## config.mk

```make
export PLATFORM = sky130hd
export DESIGN_NAME = lut_gate_settle
export DESIGN_NICKNAME = d
export VERILOG_FILES = /design/src/rtl/lut_gate_settle.sv
export SDC_FILE = /design/constraint.sdc
export NUM_CORES = 1
export LEC_CHECK = 0
export CAP_MARGIN = 20
export CORE_ASPECT_RATIO = 1.1
export CORE_MARGIN = 2
export CORE_UTILIZATION = 49
export CTS_BUF_LIST = sky130_fd_sc_hd__clkbuf_2
export DETAILED_ROUTE_END_ITERATION = 6
export PLACE_DENSITY = 0.77
export SLEW_MARGIN = 20
export SYNTH_ARGS = -nofsm -noshare
export SYNTH_HDL_FRONTEND = slang
export SYNTH_SLANG_ARGS = --single-unit
```

## constraint.sdc

```tcl
create_clock -name clk -period 2.6 [get_ports clk]
set_input_delay 0.39 -clock clk [delete_from_list [all_inputs] [get_ports clk]]
set_output_delay 0.39 -clock clk [all_outputs]
set_load 0.02 [all_outputs]
```

## src/rtl/lut_gate_settle.sv

```systemverilog
// Configurable N-input lookup-table gate with a serially loaded truth table and
// a settle filter that only lets the output follow a function value that persists.
module lut_gate_settle #(
  parameter int                      N_IN    = 3,
  parameter int                      SETTLE  = 4,
  parameter logic [(1<<N_IN)-1:0]    INIT_TT = 8'hC4
) (
  input  logic            clk,
  input  logic            rst_n,
  input  logic [N_IN-1:0] in,
  input  logic            cfg_valid,
  input  logic            cfg_bit,
  input  logic            cfg_last,
  output logic            cfg_ready,
  output logic            cfg_err,
  output logic            out,
  output logic            out_stable
);

  localparam int W  = 1 << N_IN;
  localparam int BW = $clog2(W + 2);

  localparam logic [BW-1:0] BC_ONE  = BW'(1);
  localparam logic [BW-1:0] BC_FULL = BW'(W);
  localparam logic [BW-1:0] BC_SAT  = BW'(W + 1);
  localparam logic [7:0]    CNT_TOP = 8'(SETTLE - 1);

  typedef enum logic [1:0] {
    IDLE,
    LOAD,
    COMMIT
  } cfg_state_t;

  cfg_state_t      state;
  cfg_state_t      state_nxt;
  logic            accept;
  logic            commit;

  logic [W-1:0]    active_tt;
  logic [W-1:0]    shadow;
  logic [BW-1:0]   bitcnt;

  logic [N_IN-1:0] in_q;
  logic [N_IN-1:0] tt_idx;
  logic            f;
  logic [7:0]      cnt;

  assign cfg_ready = (state != COMMIT);
  assign accept    = cfg_valid && cfg_ready;

  // Table bit (W-1-index) is simply the bitwise complement of the index.
  assign tt_idx     = ~in_q;
  assign f          = active_tt[tt_idx];
  assign out_stable = (f == out) && (cnt == 8'd0);

  always_ff @(posedge clk or negedge rst_n) begin
    if (!rst_n) begin
      state <= IDLE;
    end else begin
      state <= state_nxt;
    end
  end

  always_comb begin
    state_nxt = state;
    commit    = 1'b0;
    case (state)
      IDLE: begin
        if (accept) begin
          state_nxt = cfg_last ? COMMIT : LOAD;
        end
      end
      LOAD: begin
        if (accept && cfg_last) begin
          state_nxt = COMMIT;
        end
      end
      COMMIT: begin
        commit    = 1'b1;
        state_nxt = IDLE;
      end
      default: begin
        state_nxt = IDLE;
      end
    endcase
  end

  // Shadow register and bit counter; the counter sticks at W+1 so an
  // over-long stream can never wrap back to a "correct" length.
  always_ff @(posedge clk or negedge rst_n) begin
    if (!rst_n) begin
      active_tt <= INIT_TT;
      shadow    <= '0;
      bitcnt    <= '0;
      cfg_err   <= 1'b0;
    end else if (commit) begin
      if (bitcnt == BC_FULL) begin
        active_tt <= shadow;
        cfg_err   <= 1'b0;
      end else begin
        cfg_err   <= 1'b1;
      end
      bitcnt <= '0;
    end else if (accept) begin
      shadow <= {shadow[W-2:0], cfg_bit};
      if (state == IDLE) begin
        bitcnt <= BC_ONE;
      end else if (bitcnt != BC_SAT) begin
        bitcnt <= bitcnt + BC_ONE;
      end
    end
  end

  // Settle filter: out follows f only after f has differed for SETTLE edges.
  // A commit restarts the count so the new table's value settles normally.
  always_ff @(posedge clk or negedge rst_n) begin
    if (!rst_n) begin
      in_q <= '0;
      cnt  <= '0;
      out  <= INIT_TT[W-1];
    end else begin
      in_q <= in;
      if (commit) begin
        cnt <= '0;
      end else if (f != out) begin
        if (cnt == CNT_TOP) begin
          out <= f;
          cnt <= '0;
        end else begin
          cnt <= cnt + 8'd1;
        end
      end else begin
        cnt <= '0;
      end
    end
  end

endmodule

```

**Word level (Yosys, flattened, before mapping)**

Cells that the tools add are included.

- Logic and storage cells: 50
- Register bits after elaboration: 35
- Input bits: 8
- Output and inout port bits: 4

- Bitwise operators: 2
- Equal/unequal tests: 10
- Muxes and demuxes: 15
- $lt $le $gt $ge: 1
- Reduce and logical (&&, ||, !) cells: 12
- $add $sub $neg: 2

Operators with widths:

| kind | count |
|---|---|
| 8-bit 2-to-1 mux | 3 |
| 4-bit 2-to-1 mux | 4 |
| 8-bit by 1-bit adder with 8-bit output (second input constant) | 1 |
| 8-bit by 2-bit equality test with 1-bit output (second input constant) | 1 |
| 8-bit zero test | 1 |
| 2-bit AND reduction | 4 |
| 2-bit 2-to-1 mux | 3 |
| 2-bit != test (second input constant) | 3 |
| 4-bit by 1-bit adder with 4-bit output (second input constant) | 1 |
| 4-bit equality test (second input constant) | 1 |
| 3-bit by 4-bit < comparator with 1-bit output (second input constant) | 1 |
| 4-bit != test (second input constant) | 1 |
| 2-bit one-hot mux with 2 select lines | 1 |
| 1-bit binary-select mux with 3-bit select | 1 |
| 1-bit logical AND | 3 |
| 1-bit 2-to-1 mux | 3 |
| 3-bit inverter | 1 |
| 3-bit AND reduction | 1 |
| 3-bit nonzero test | 1 |
| 2-bit by 1-bit equality test with 1-bit output (second input constant) | 1 |
| 2-bit equality test (second input constant) | 1 |
| 2-bit zero test | 1 |
| 2-bit nonzero test | 1 |
| 1-bit equality test | 1 |
| other kinds (2) | 2 |

**Longest topological paths before layout**

Gate-level depths: netlist of the first run.

- Word-level depth: 6
- Mapped depth: 6
- Depth with buffers taken out: 6

**Worst setup path before layout of the first run**

Ideal clock, no wire load.

- Kind: reg-to-output
- Start: register in_q[0]
- End: output port out_stable
- Path buffers: 0
- Data arrival time: 1.805 ns
- Setup slack: 0.405 ns
- Stages on the path, launching flop included: 5
- Required time: 2.210 ns
- Cell sequence: dfrtp_1 mux2_2 mux4_2 xnor2_4 and4_1

- Longest elaborated chain between the ends: 5

Ends and longest elaborated chain:

| item | RTL line | source |
|---|---|---|
| start: declaration | 43 | `logic [N_IN-1:0] in_q;` |
| start signal: assignment | 122 | `in_q <= in;` |
| 3-bit inverter | 52 | `assign tt_idx = ~in_q;` |
| 1-bit binary-select mux with 3-bit select | 53 | `assign f = active_tt[tt_idx];` |
| 1-bit 2-to-1 mux (implied by the code) | 53 |  |
| 1-bit equality test | 54 | `assign out_stable = (f == out) && (cnt == 8'd0);` |
| 1-bit logical AND | 54 |  |
| end: declaration | 17 | `output logic out_stable` |

Every way passes these cells. The select of a mux whose other input is x is not followed.

**Worst setup path in the final report of the first run**

Ends and elaborated chain as after synthesis.

==> results.md, run 1 <==
* Max-cap violations at 0
* Post-DR wirelength/cell at around 14 um
* Reg clk slew, reported paths at 0.17 ns
* Post-layout minimum cycle time at 2.528 ns
* Period Utilization, post-route at 97.24%
* PD cells at 602.1 mW/mm^2
* CP startpoint kind: register
* FF-to-FF path depth at 5
* Mapped Area at roughly 0.0016 mm^2
* Post-route cell area at around 0.0018 mm^2
* Die span in y at approximately 63 um
* Antenna cells at 0
* Worst Setup End Kind: output pin
* I/O Buffers at 11
* Drt total wl at 2525 um
* Avg Vias per Cell at 5.633
* Synth area leaders: dfrtp_1 49%, mux2_2 14%, dfstp_2 6.7%, ha_1 4.0%, nand3_1 3.5%
* Slew Viols, Final at 0
* Critical Path Max Stage Delay at ~0.52 ns
* Worst-Skew Late Latency at 0.37 ns
* # nets final at 160
* GRT busiest layer: met2
* Bufs on Longest Clock Path at 2
* Number of synthesized register bits at 35
* First-pass GRT wire length at approximately 4500 um
* Met1 GRT Util at 17.67%
* Yosys cell types at 28
* Max Freq at 395.5 MHz
* Share of cells above drive strength 1 at between 20% and 30%
* Gr ovfl total at 0
* DIE AREA at 0.003685 mm^2
* Final setup violation count at 0
* Number of H-tree levels at 2
* DRC at 0
* Initial DRC count at 11
* Io pins at 12
* Mapped Nets at 140
* RSZ-0062 raised after global routing: true
* Clock root buffer: clkbuf_2
* GP Congestion at approximately 0.74
* Mapped Cells at 127
* Hold WC Path Type: in -> async
* Cells after DPL at 173
* DR vias at roughly 1,000
* Slew headroom at a little over two thirds
* M3 GR Usage at 5.544%
* Hpwl dp at 1825 um
* Ys Warns at 0
* Peak VDD IR at 0.4661 mV
* WP data required at 2.21 ns
* Sequential-to-total area share from yosys stat at 55.92%
* Static leakage power at 0.7883 nW
* Length of the first detailed-routing pass in iterations at 4
* Largest net degree at the start of global routing at 36
* Met2 global-route usage at 28.41%
* Clock Skews at 0.02378 ns
* Die width at just under 60 um
* Total core area at 0.003048 mm^2
* Top cell type's share of synthesized area at 49.25%
* Worst Tran Pin Value at 0.4461 ns
* Gr usage total at 16.19%
* Post-synthesis area per instance at 12.40 um^2
* Crit Path Max Fanout at 4
* Cts bufs inserted at 5
* Worst path arrival time at 2.14 ns
* DP Area at 0.001743 mm^2
* Initial Util at 51.68%
* Total clock sinks at 35
* CP max stage cell: mux4_2
* Area Overhead vs Synth at 13.19%
* CTS tree: built
* Status: completed
* Initial antenna violation count at 0
* Critical path class: reg -> out
* Post-synth top area cell: dfrtp_1
* Fin. Hold Viols at 0
* Non-filler instance count after layout at 180
* Fillers at 250
* Cell breakdown of the critical path: mux2_1, mux4_2, xnor2_4, and4_1, buf_4
* Pwr Total at around 1.1 mW
* Post-route ant nets at 0
* CTS Hold Bufs at 0
* Num rows at 21
* Vias in the first global route at around 1,100
## placed cells by master, fill, tap and decap left out, drive strengths merged, types with 4 or more instances in the layout
cell	instances
clkbuf	6
dfrtp	31
o21ai	4
nand3	11
nand2	6
xor2	5
nor2	6
dfstp	4
inv	7
buf	5
ha	5
nor3	7
mux2	21
clkdlybuf4s50	10
a21oi	4
## stage by stage
| step | setup TNS (ns) | setup slack, ns | utilization (%) | hold slack (ns) |
|---|---|---|---|---|
| after global placement | 0 | 0.01163 | 57.18 | 0.4263 |
| after detailed placement | -0.02726 | -0.02726 | 57.18 | 0.4382 |
| final | 0 | 0.07164 | 58.50 | 0.4009 |
| after floorplan | 0 | 0.4054 | - | 0.09441 |
| after CTS | 0 | 0.003095 | 58.09 | 0.4000 |
| after global routing | -0.02613 | -0.02613 | 58.50 | 0.4093 |
## path summary, 6_finish.rpt
kind | from | endpoint | slack [ns]
max | in_q[0] | out_stable | 0.07
min | rst_n | cnt[1] | 0.40
max reg2reg | in_q[0] | cnt[0] | 0.70
min reg2reg | state[1] | state[1] | 0.46
max in group asynchronous | rst_n | active_tt[2] | 1.84
min in group clk | in[0] | in_q[0] | 0.45
## cell type report
class                      instances  area, um^2  area share, %
sequential                        35       882.1          49.47
multi-input combinational         83       664.4          37.26
timing repair buffer              15       137.6          7.719
tap                               34       42.54          2.386
clock buffer                       6       30.03          1.684
inverter                           7       26.28          1.474
## where the power goes
part | switching (mW) | internal (mW) | leakage (nW) | total [mW]
clock | 0.162 | 0.0608 | 0.0249 | 0.222
sequential | 0.0611 | 0.622 | 0.437 | 0.683
combinational | 0.0708 | 0.0973 | 0.327 | 0.168
## repair_timing
| item | 4_1_cts | 5_1_grt |
|---|---|---|
| endpoints found under the setup margin | 1 | 1 |
| pin swaps | 1 | 0 |
| setup buffers | 0 | 1 |
| gates resized for setup | 5 | 2 |
## state kept, by name (all words and copies together) (netlist names)
register	cells
in_q	3
state	2
bitcnt	4
shadow	8
active_tt	8
out	1
cnt	8
cfg_err	1
## critical path: cells and delay by family, from the launching register on
| kind | cells | cell delay, ns |
|---|---|---|
| multiplexers | 2 | 0.83 |
| flip-flops | 1 | 0.46 |
| AND/OR/NAND/NOR | 1 | 0.19 |
| XOR/XNOR | 1 | 0.16 |
| buffers and inverters | 1 | 0.14 |
## routing by layer
layer	share of wire [%]	wire length, um	up-vias
li1	-	-	481
met1	41	1042	513
met4	1.8	46	0
met2	53	1344	15
met5	0	0	-
met3	3.7	93	5
## synth_stat cells
cell type and count:
a21oi_1 4, and3_1 2, and4_1 1, clkbuf_1 2, dfrtp_1 31, dfstp_2 4
ha_1 5, inv_1 7, mux2_1 2, mux2_2 19, mux2i_1 1, mux4_2 1
nand2_1 6, nand3_1 11, nand3b_1 1, nand4b_1 1, nor2_1 6, nor2b_1 1
nor3_1 7, nor4_1 1, nor4b_1 1, o21a_1 1, o21ai_0 3, o21ai_1 1
or3_1 1, or4b_2 1, xnor2_4 1, xor2_1 5
## logic make-up (layout without fill, tap and decap cells)
logic type / after synthesis / in the layout / share of synthesized area [%]
AND/OR/NAND/NOR: 40 / 40 / 13.34
flip-flops: 35 / 35 / 55.92
multiplexers: 23 / 23 / 17.08
AO/OA/AOI/OAI: 9 / 9 / 3.018
buffers and inverters: 9 / 28 / 2.145
XOR/XNOR: 6 / 6 / 4.528
adder cells (fa/ha/maj): 5 / 5 / 3.971
(Power assumes the default switching activity.)
==> run 2: changes to the inputs <==
PLACE_DENSITY = 0.69   (was 0.77)
clock period = 2.4 ns   (was 2.6 ns; I/O delays follow)
==> results.md, run 2 (synthesized netlist as in run 1, its figures left out) <==
* Status: complete, but fails checks
* Failing checks: negative setup slack
* Die span in y at 63.47 um
* Static leakage power at 0.7883 nW
* Area Overhead vs Synth at 13.42%
* First-pass GRT wire length at about 4600 um
* Io pins at 12
* Metal2 WL at roughly 1300 um
* Bufs on Longest Clock Path at 2
* Initial antenna violation count at 0
* Hpwl dp at 1823 um
* Cts bufs inserted at 5
* Slew headroom at 69.32%
* Clock root buffer: clkbuf_2
* Number of H-tree levels at 2
* Die width at 58.06 um
* DIE AREA at 0.003685 mm^2
* Top flop regs: active_tt (8), cnt (8), shadow (8)
* Post-CTS Setup Inserts at 0
* Initial DRC count at 25
* Period Utilization, post-route at 106.1%
* Hold WC Path Type: in -> async
* Vias in the first global route at 1,005
* Largest net degree at the start of global routing at 36
* Reg clk slew, reported paths at 0.17 ns
* Post-layout minimum cycle time at 2.546 ns
* RSZ-0062 raised after global routing: true
* Avg Vias per Cell at 5.453
* Share of cells above drive strength 1 at 25.85%
* Critical path class: reg -> out
* Final setup violation count at 1
* Max-cap violations at 0
* Fin. Hold Viols at 0
* Max Freq at 392.8 MHz
* PD cells at between 600 and 700 mW/mm^2
* Most frequent cells in the layout: 30 x dfrtp_1, 18 x mux2_2, 11 x nand3_1, 10 x clkdlybuf4s50_1
* Peak VDD IR at 0.5366 mV
* Crit Path Max Fanout at 4
* I/O Buffers at 11
* Initial Util at 51.68%
* Num rows at 21
* GP Congestion at 0.8088
* Worst Tran Pin Value at 0.4590 ns
* Final worst slack at -0.1460 ns
* Cells after DPL at 173
* Routed met3 length at 101 um
* Gr ovfl total at 0
* WP data required at 2.04 ns
* CTS Hold Bufs at 0
* Post-route ant nets at 0
* Post-DR wirelength/cell at 14.15 um
* Clock Skews at 0.01143 ns
* Post-route setup TNS at -0.1460 ns
* Total core area at between 0.003 and 0.004 mm^2
* Gr usage total at 17.08%
* Top Metal Used: met4
* Antenna cells at 0
* Crit Reg-Reg Startpoint: in_q[0]
* Slew Viols, Final at 0
* CTS tree: built
* DRT met1 WL at around 1100 um
* Worst Setup End Kind: output pin
* # nets final at 159
* Pwr Total at 1.181 mW
* Hold_ws at between 0.3 and 0.4 ns
* Worst-Skew Late Latency at 0.37 ns
* Most common cell after layout, fill and taps aside: dfrtp_1
* CP startpoint kind: register
* Reg2Reg Setup Slack at 0.44 ns
* Worst path arrival time at 2.19 ns
* DR vias at 987
* Non-filler instance count after layout at 181
* Drt total wl at 2562 um
* Total clock sinks at 35
* DRC at 0
* Crit path launch: in_q[0]
* Fillers at ~270
* Length of the first detailed-routing pass in iterations at 4
[run 2: cell count changes in the layout (fill, tap and decap cells not counted), sizes merged]
cell	change
clkinv	+2
buf	-1
[run 2: per-stage QoR]
stage | cell area [um^2] | utilization, % | setup WS, ns
CTS | 1778 | 58.33 | -0.1719
global placement | 1743 | 57.18 | -0.1551
detailed placement | 1743 | 57.18 | -0.1917
finish | 1787 | 58.62 | -0.1460
floorplan | 1575 | - | 0.2354
global route | 1787 | 58.62 | -0.2684
[run 2: final cells by class]
cell class / count / area, um^2 / area share [%]
clock buffer: 6 / 30.03 / 1.681
clock inverter: 2 / 7.507 / 0.4202
inverter: 7 / 26.28 / 1.471
multi-input combinational: 83 / 668.1 / 37.40
sequential: 35 / 882.1 / 49.37
tap: 34 / 42.54 / 2.381
timing repair buffer: 14 / 130.1 / 7.283
[run 2: per-layer routing]
layer / track usage (%) / up-vias
met1: 20.90 / 478
met3: 7.392 / 6
met2: 26.28 / 17
met5: 0 / -
met4: 6.977 / 0
li1: - / 486
[run 2: worst paths after layout]
kind | to | depth (start not counted)
worst max register to register | cnt[0] | 5
worst min register to register | state[1] | 1
worst min-delay path | bitcnt[2] | 2
worst max-delay path | out_stable | 5
min in group clk | in_q[2] | 1
max in group asynchronous | active_tt[6] | 2
[run 2: critical path, stage by stage, from the launching register on]
cell and delay (ns):
dfrtp_2 0.47, mux2_4 0.31, mux4_2 0.54, xnor2_4 0.18, and4_1 0.19, buf_4 0.14
[run 2: timing repair]
| item | 4_1_cts | 5_1_grt |
|---|---|---|
| setup endpoints to repair | 1 | 1 |
| pin swaps | 0 | 2 |
| resized for setup | 5 | 3 |
| hold endpoints to repair | 0 | 0 |
[run 2: report_power, final]
part | switching, mW | internal, mW | leakage [nW] | total [mW]
logic | 0.0772 | 0.104 | 0.324 | 0.182
registers | 0.0677 | 0.673 | 0.437 | 0.741
clock network | 0.188 | 0.0702 | 0.0281 | 0.258
total | 0.333 | 0.848 | 0.788 | 1.18
